===== src/rtl/lmac_rx_pkg.sv =====
// Shared definitions for the LMAC RX FIFO to stream bridge.
// Holds the control-word field positions, the buffer geometry, the framing
// FSM state type and the byte-count and keep helpers.
package lmac_rx_pkg;

   localparam int DATA_W         = 256;
   localparam int BYTES_PER_WORD = 32;
   localparam int BUF_DEPTH      = 2;
   localparam int WCNT_W         = 9;
   localparam int BEAT_W         = DATA_W + BYTES_PER_WORD + 2;

   localparam int CTRL_SOP_BIT   = 0;
   localparam int CTRL_EOP_BIT   = 1;
   localparam int CTRL_ERR_BIT   = 2;
   localparam int CTRL_BCNT_LSB  = 4;
   localparam int CTRL_BCNT_W    = 5;

   typedef enum logic [1:0] {
      IDLE    = 2'd0,
      IN_PKT  = 2'd1,
      DISCARD = 2'd2
   } rx_state_e;

   // A last-word byte count of 0 means the whole word is valid.
   function automatic logic [BYTES_PER_WORD-1:0] bcnt_to_keep(input logic [CTRL_BCNT_W-1:0] bcnt);
      if (bcnt == '0) return '1;
      return (BYTES_PER_WORD'(1) << bcnt) - BYTES_PER_WORD'(1);
   endfunction

   function automatic logic [5:0] keep_bytes(input logic [BYTES_PER_WORD-1:0] keep);
      logic [5:0] n;
      n = '0;
      for (int i = 0; i < BYTES_PER_WORD; i++) n = n + {5'd0, keep[i]};
      return n;
   endfunction

endpackage


===== src/rtl/lmac_skid_fifo2.sv =====
// Two-entry valid/ready buffer between the framing FSM and the stream port.
// Ports: clk, reset_ (async active low); push/push_data write side (the
// caller never pushes into a full buffer); valid/ready/data read side;
// count gives the number of stored entries.
module lmac_skid_fifo2 #(
   parameter int W = 290
) (
   input  logic         clk,
   input  logic         reset_,
   input  logic         push,
   input  logic [W-1:0] push_data,
   output logic         valid,
   input  logic         ready,
   output logic [W-1:0] data,
   output logic [1:0]   count
);

   logic [W-1:0] mem [2];
   logic         wr_ptr;
   logic         rd_ptr;
   logic [1:0]   cnt;
   logic         pop;

   assign valid = (cnt != 2'd0);
   assign pop   = valid & ready;
   assign data  = mem[rd_ptr];
   assign count = cnt;

   always_ff @(posedge clk or negedge reset_) begin
      if (!reset_) begin
         for (int i = 0; i < 2; i++) mem[i] <= '0;
         wr_ptr <= 1'b0;
         rd_ptr <= 1'b0;
         cnt    <= 2'd0;
      end else begin
         if (push) begin
            mem[wr_ptr] <= push_data;
            wr_ptr      <= ~wr_ptr;
         end
         if (pop) rd_ptr <= ~rd_ptr;
         cnt <= cnt + {1'b0, push} - {1'b0, pop};
      end
   end

endmodule


===== src/rtl/lmac_rx_axis_bridge.sv =====
// Pops 256-bit words from the LMAC RX FIFO, checks SOP/EOP framing and the
// maximum packet length, and presents packets as a valid/ready stream with
// byte enables, last and bad-packet flags. Keeps packet/byte/error counters.
// Ports: clk, reset_ (async active low); rx_mac_* RX FIFO read side;
// drain_en gates new reads; stat_clr clears the counters; m_t* stream
// output; stat_* counters.
//
// state   | meaning
// IDLE    | between packets, next word must carry SOP
// IN_PKT  | inside a packet, wcnt words already emitted
// DISCARD | dropping words until the next SOP
module lmac_rx_axis_bridge
   import lmac_rx_pkg::*;
#(
   parameter int MAX_WORDS = 300
) (
   input  logic                      clk,
   input  logic                      reset_,
   input  logic [DATA_W-1:0]         rx_mac_data,
   input  logic [31:0]               rx_mac_ctrl,
   input  logic                      rx_mac_empty,
   output logic                      rx_mac_rd,
   input  logic                      drain_en,
   input  logic                      stat_clr,
   output logic [DATA_W-1:0]         m_tdata,
   output logic [BYTES_PER_WORD-1:0] m_tkeep,
   output logic                      m_tlast,
   output logic                      m_tuser,
   output logic                      m_tvalid,
   input  logic                      m_tready,
   output logic [31:0]               stat_pkt_cnt,
   output logic [47:0]               stat_byte_cnt,
   output logic [15:0]               stat_err_cnt
);

   logic                      run_q;
   logic                      inflight_q;
   rx_state_e                 state_q, state_d;
   logic [WCNT_W-1:0]         wcnt_q, wcnt_d;
   logic                      emit, last, user, err_inc;
   logic [BYTES_PER_WORD-1:0] keep;
   logic [1:0]                occ;
   logic                      pop;
   logic [2:0]                pending;
   logic [BEAT_W-1:0]         fifo_out;

   logic                      sop, eop, perr;
   logic [CTRL_BCNT_W-1:0]    bcnt;
   logic                      unused_ctrl;

   assign sop  = rx_mac_ctrl[CTRL_SOP_BIT];
   assign eop  = rx_mac_ctrl[CTRL_EOP_BIT];
   assign perr = rx_mac_ctrl[CTRL_ERR_BIT];
   assign bcnt = rx_mac_ctrl[CTRL_BCNT_LSB +: CTRL_BCNT_W];
   assign unused_ctrl = ^{rx_mac_ctrl[31:CTRL_BCNT_LSB+CTRL_BCNT_W], rx_mac_ctrl[3]};

   // A beat leaving the buffer this cycle frees its slot before a read issued
   // now can land (two cycles later at the earliest), so it is not counted.
   // That keeps one word per cycle with m_tready high and still never lets a
   // returning word find the buffer full.
   assign pop       = m_tvalid & m_tready;
   assign pending   = {1'b0, occ} + {2'b0, inflight_q} - {2'b0, pop};
   assign rx_mac_rd = run_q & drain_en & ~rx_mac_empty & (pending < 3'(BUF_DEPTH));

   always_comb begin
      state_d = state_q;
      wcnt_d  = wcnt_q;
      emit    = 1'b0;
      last    = 1'b0;
      user    = 1'b0;
      err_inc = 1'b0;
      keep    = eop ? bcnt_to_keep(bcnt) : '1;
      if (inflight_q) begin
         unique case (state_q)
            IDLE, DISCARD: begin
               if (sop) begin
                  emit = 1'b1;
                  if (eop) begin
                     last    = 1'b1;
                     user    = perr;
                     err_inc = perr;
                     state_d = IDLE;
                  end else begin
                     wcnt_d  = WCNT_W'(1);
                     state_d = IN_PKT;
                  end
               end else if (state_q == IDLE) begin
                  err_inc = 1'b1;
                  state_d = DISCARD;
               end
            end
            IN_PKT: begin
               if (sop) begin
                  // A new SOP inside a packet closes the old one as bad and
                  // the new packet is lost along with it.
                  emit    = 1'b1;
                  last    = 1'b1;
                  user    = 1'b1;
                  keep    = '1;
                  err_inc = 1'b1;
                  state_d = DISCARD;
               end else if (eop) begin
                  emit    = 1'b1;
                  last    = 1'b1;
                  user    = perr;
                  err_inc = perr;
                  state_d = IDLE;
               end else if (wcnt_q == WCNT_W'(MAX_WORDS - 1)) begin
                  emit    = 1'b1;
                  last    = 1'b1;
                  user    = 1'b1;
                  err_inc = 1'b1;
                  state_d = DISCARD;
               end else begin
                  emit   = 1'b1;
                  wcnt_d = wcnt_q + WCNT_W'(1);
               end
            end
            default: state_d = IDLE;
         endcase
      end
   end

   always_ff @(posedge clk or negedge reset_) begin
      if (!reset_) begin
         run_q      <= 1'b0;
         inflight_q <= 1'b0;
         state_q    <= IDLE;
         wcnt_q     <= '0;
      end else begin
         run_q      <= 1'b1;
         inflight_q <= rx_mac_rd;
         state_q    <= state_d;
         wcnt_q     <= wcnt_d;
      end
   end

   always_ff @(posedge clk or negedge reset_) begin
      if (!reset_) begin
         stat_pkt_cnt  <= '0;
         stat_byte_cnt <= '0;
         stat_err_cnt  <= '0;
      end else if (stat_clr) begin
         stat_pkt_cnt  <= '0;
         stat_byte_cnt <= '0;
         stat_err_cnt  <= '0;
      end else begin
         if (pop) begin
            stat_pkt_cnt  <= stat_pkt_cnt + {31'd0, m_tlast};
            stat_byte_cnt <= stat_byte_cnt + {42'd0, keep_bytes(m_tkeep)};
         end
         if (err_inc && (stat_err_cnt != 16'hFFFF)) stat_err_cnt <= stat_err_cnt + 16'd1;
      end
   end

   lmac_skid_fifo2 #(.W(BEAT_W)) u_buf (
      .clk       (clk),
      .reset_    (reset_),
      .push      (emit),
      .push_data ({rx_mac_data, keep, last, user}),
      .valid     (m_tvalid),
      .ready     (m_tready),
      .data      (fifo_out),
      .count     (occ)
   );

   assign {m_tdata, m_tkeep, m_tlast, m_tuser} = fifo_out;

endmodule


===== config.mk =====
export PLATFORM = sky130hd
export DESIGN_NAME = lmac_rx_axis_bridge
export DESIGN_NICKNAME = d
export VERILOG_FILES = /design/src/rtl/lmac_rx_pkg.sv /design/src/rtl/lmac_skid_fifo2.sv /design/src/rtl/lmac_rx_axis_bridge.sv
export SDC_FILE = /design/constraint.sdc
export NUM_CORES = 1
export LEC_CHECK = 0
export CORE_UTILIZATION = 35
export DETAILED_ROUTE_END_ITERATION = 10
export GPL_TIMING_DRIVEN = 0
export SLEW_MARGIN = 20
export SYNTH_ARGS = -nofsm -noshare
export SYNTH_HDL_FRONTEND = slang
export SYNTH_SLANG_ARGS = --single-unit

===== constraint.sdc =====
create_clock -name clk -period 9.1 [get_ports clk]
set_input_delay 0.91 -clock clk [delete_from_list [all_inputs] [get_ports clk]]
set_output_delay 0.91 -clock clk [all_outputs]
set_load 0.03 [all_outputs]

==> results.yml <==
status:
  status: "finished clean"
yosys:
  synth-edff-count: 0
  syn_inst: 3035
  syn_avg_cell_area_sq_um: 10.7
  synthFlopType: "dfrtp_1"
  yosys-top-cells-area: "dfrtp_1, mux2_2, nand2_1"
  netlist.area_leader.share: 0.532
  ys_seq_area_frac: 0.532
  async_flop_share: 1.00
  postSynthNetCount: 3379
  synth_seq_cells: 693
  synth.distinct_cells: 71
  synth_top_area_cell: "dfrtp_1"
  ys_warn_count: 0
  synth.cell_area_sq_mm: 0.0326
timing:
  max_freq_ghz: 0.126
  final.hold.worst_slack_ns: 0.0618
  drv_slew: 0
  finalCritPeriodShare: 0.875
  rsz0062_at_grt: "no"
  tns_ns: 0
  fin_crit_ns: 7.96
  hold_violations: 0
  relSlewSlack: 0.263
  fin_skew_ns: 0.0325
  setup_viol: 0
  worst_slew_pin_slew_ns: 1.11
route:
  met3_length_microns: 6920
  routed.top_layer: "met5"
  met2_length_microns: 49900
  drc_errors: 0
  drt_wl_total_microns: 105000
  routedWlPerCell_microns: 20.5
  drtAntennaViolNets: 0
  drtPass1Iterations: 5
  drt_iter0_drc: 1560
  via_per_inst: 4.92
  num_vias: 25100
  met1Wirelength_microns: 44800
power_and_ir_drop:
  leakage_nw: 20.4
  p_per_area_mw_per_mm2: 427
  vdd_drop_max_mv: 1.44
cells_and_area:
  finalNonFillerCells: 5102
  finish.net_count: 4125
  fin_util: 0.476
  final_cell_mix: "nand2_1, dfrtp_1, clkdlybuf4s50_1"
  drive_above_1_share: 0.206
  syn_to_final_growth_pct: 34.3
  ff_latch_area_sq_mm: 0.0173
  fill_cells: 8659
  final_common_cell: "nand2_1"
  multi_input_area_sq_mm: 0.0143
cts:
  cts_root_buf: "clkbuf_16"
  ctsHtreeMaxLevel: 3
  cts_max_path_buffers: 3
  ctsHoldBuffers: 0
  cts_setup_buffers: 0
  clk_pin_slew_ns: 0.06
  cts.sinks: 693
  cts_resized: 0
  clock_latency_ns: 0.66
  cts_tree: "done"
  cts_made_buffers: 81
floorplan:
  initial_core_util: 0.354
  die_area_sq_mm: 0.0943
  io_pins: 682
  die_w_microns: 307
  die_y_microns: 307
  coreArea_sq_mm: 0.0919
  row_count: 111
setup_path:
  crit_path_top_delay_cell: "clkbuf_1"
  path_class: "flip-flop to flip-flop"
  cp-start-kind: "flip-flop"
  crit_chain: "clkbuf_1 > clkbuf_1 > mux2_2 > fa_1 > inv_1 > fa_1 > fa_1 > fa_1 > fa_1 > fa_1 > fa_1 > fa_1 > nor2b_1 > o31a_1 > o311ai_2 > nor4_1 > mux2_2"
  crit_required_ns: 9.62
  critPathCapture: "stat_byte_cnt[24]$_DFFE_PN0P_"
  reg2reg_depth: 17
  r2r_end: "stat_byte_cnt[24]$_DFFE_PN0P_"
  crit_start: "u_buf.rd_ptr$_DFFE_PN0P_"
  max_stage_delay_ns: 0.83
  end_kind: "flip-flop"
  r2r_slack_ns: 1.14
  cp_common_cell: "fa_1"
  critPathMaxFanout: 10
  rr_startpoint: "u_buf.rd_ptr$_DFFE_PN0P_"
  arrival_ns: 8.48
grt:
  grt_pass1_wl_microns: 159000
  grt_pass1_vias: 25500
  antenna_found_initial: 20
  grt-ovfl-total: 0
  track_usage: 0.218
  grt_max_degree: 93
placed_design:
  port_buffers: 655
  place_congestion: 0.879
  hpwl_microns: 76400
  dp_cells: 4941
hold_path:
  hold_path_class: "input port to async pin"
job:
  drv_cap: 0
[layout make-up]
| cell class | count | area share |
|---|---|---|
| Antenna cell | 13 | 0.000744 |
| Buffer | 175 | 0.0174 |
| Clock buffer | 112 | 0.0529 |
| Clock inverter | 36 | 0.0111 |
| Inverter | 59 | 0.00506 |
| Multi-Input combinational cell | 2108 | 0.326 |
| Sequential cell | 693 | 0.396 |
| Tap cell | 1243 | 0.0355 |
| Timing Repair Buffer | 663 | 0.155 |
[worst min path at each step]
stage / endpoint / cells after the start / startpoint / slack, ns
2_1_floorplan: u_buf.mem[292]$_DFFE_PN0P_ / 1 / u_buf.mem[292]$_DFFE_PN0P_ / 0.43
3_3_place_gp: u_buf.mem[2]$_DFFE_PN0P_ / 1 / u_buf.mem[2]$_DFFE_PN0P_ / 0.45
3_5_place_dp: u_buf.mem[2]$_DFFE_PN0P_ / 1 / u_buf.mem[2]$_DFFE_PN0P_ / 0.45
4_1_cts: u_buf.mem[421]$_DFFE_PN0P_ / 1 / reset_ / 0.02
5_1_grt: u_buf.mem[131]$_DFFE_PN0P_ / 1 / reset_ / 0.03
6_report: u_buf.mem[421]$_DFFE_PN0P_ / 1 / reset_ / 0.06
[registers in the layout, indices dropped and copies added, names as in the netlist, 2 cells and up]
| signal | flops |
|---|---|
| u_buf.mem | 580 |
| stat_byte_cnt | 48 |
| stat_pkt_cnt | 32 |
| stat_err_cnt | 16 |
| wcnt_q | 9 |
| state_q | 2 |
| u_buf.count | 2 |
[power by group]
part | internal, W | switching (W) | total [W]
clock | 0.00207 | 0.00137 | 0.00344
sequential | 0.00414 | 0.000518 | 0.00466
combinational | 0.00470 | 0.00589 | 0.0106
[stage by stage]
stage	power [W]	cell area, sq um	setup slack, ns
floorplan	0.0118	32600	2.63
global placement	0.0153	40700	-25.88
CTS	0.0189	43700	0.951
finish	0.0187	43700	1.14
detailed placement	0.0153	40900	0.973
global route	0.0201	43700	0.666
[critical path: cells and delay by family, from the launching register on]
kind / cells / cell delay [ns]
muxes: 2 / 0.85
AOI/OAI and AO/OA: 2 / 0.65
adders and majority gates: 8 / 3.79
and+or+nand+nor: 2 / 0.60
buffers and inverters: 3 / 1.58
DFF: 1 / 0.35
[cells by family (layout without fill, tap and decap cells)]
kind of cell	after synthesis	count (layout)	synth area share
compound gates	260	260	0.0478
xor+xnor	36	36	0.00968
fa+ha+maj	50	50	0.0254
buf+inv	234	1045	0.0300
flops	693	693	0.532
mux	567	567	0.195
other cells	1	14	0.000115
simple gates	1194	1194	0.159
[routing by layer]
| metal | global-route usage | up-vias |
|---|---|---|
| met4 | 0.0665 | 12 |
| met1 | 0.282 | 12500 |
| met2 | 0.356 | 677 |
| met3 | 0.0589 | 168 |
| met5 | 0 | - |
| li1 | - | 11800 |
[cells in the mapped netlist, drive strengths merged (4+ instances only)]
cell	number
xor2	19
nor3	18
o22ai	4
ha	23
nor4	11
nor2b	15
mux2i	17
or4	22
buf	88
nor2	76
or2	8
a211oi	5
and3	8
a21oi	76
and2	4
clkbuf	87
and4	9
o21ai	104
mux2	550
nand3	37
o31ai	23
or3	35
inv	59
o2111ai	5
nor4b	6
a31oi	8
nand4	26
xnor2	17
dfrtp	693
a21o	7
o211ai	5
fa	27
nor3b	6
nand2	891
nand2b	13
Power figures use the tool's default switching activity.
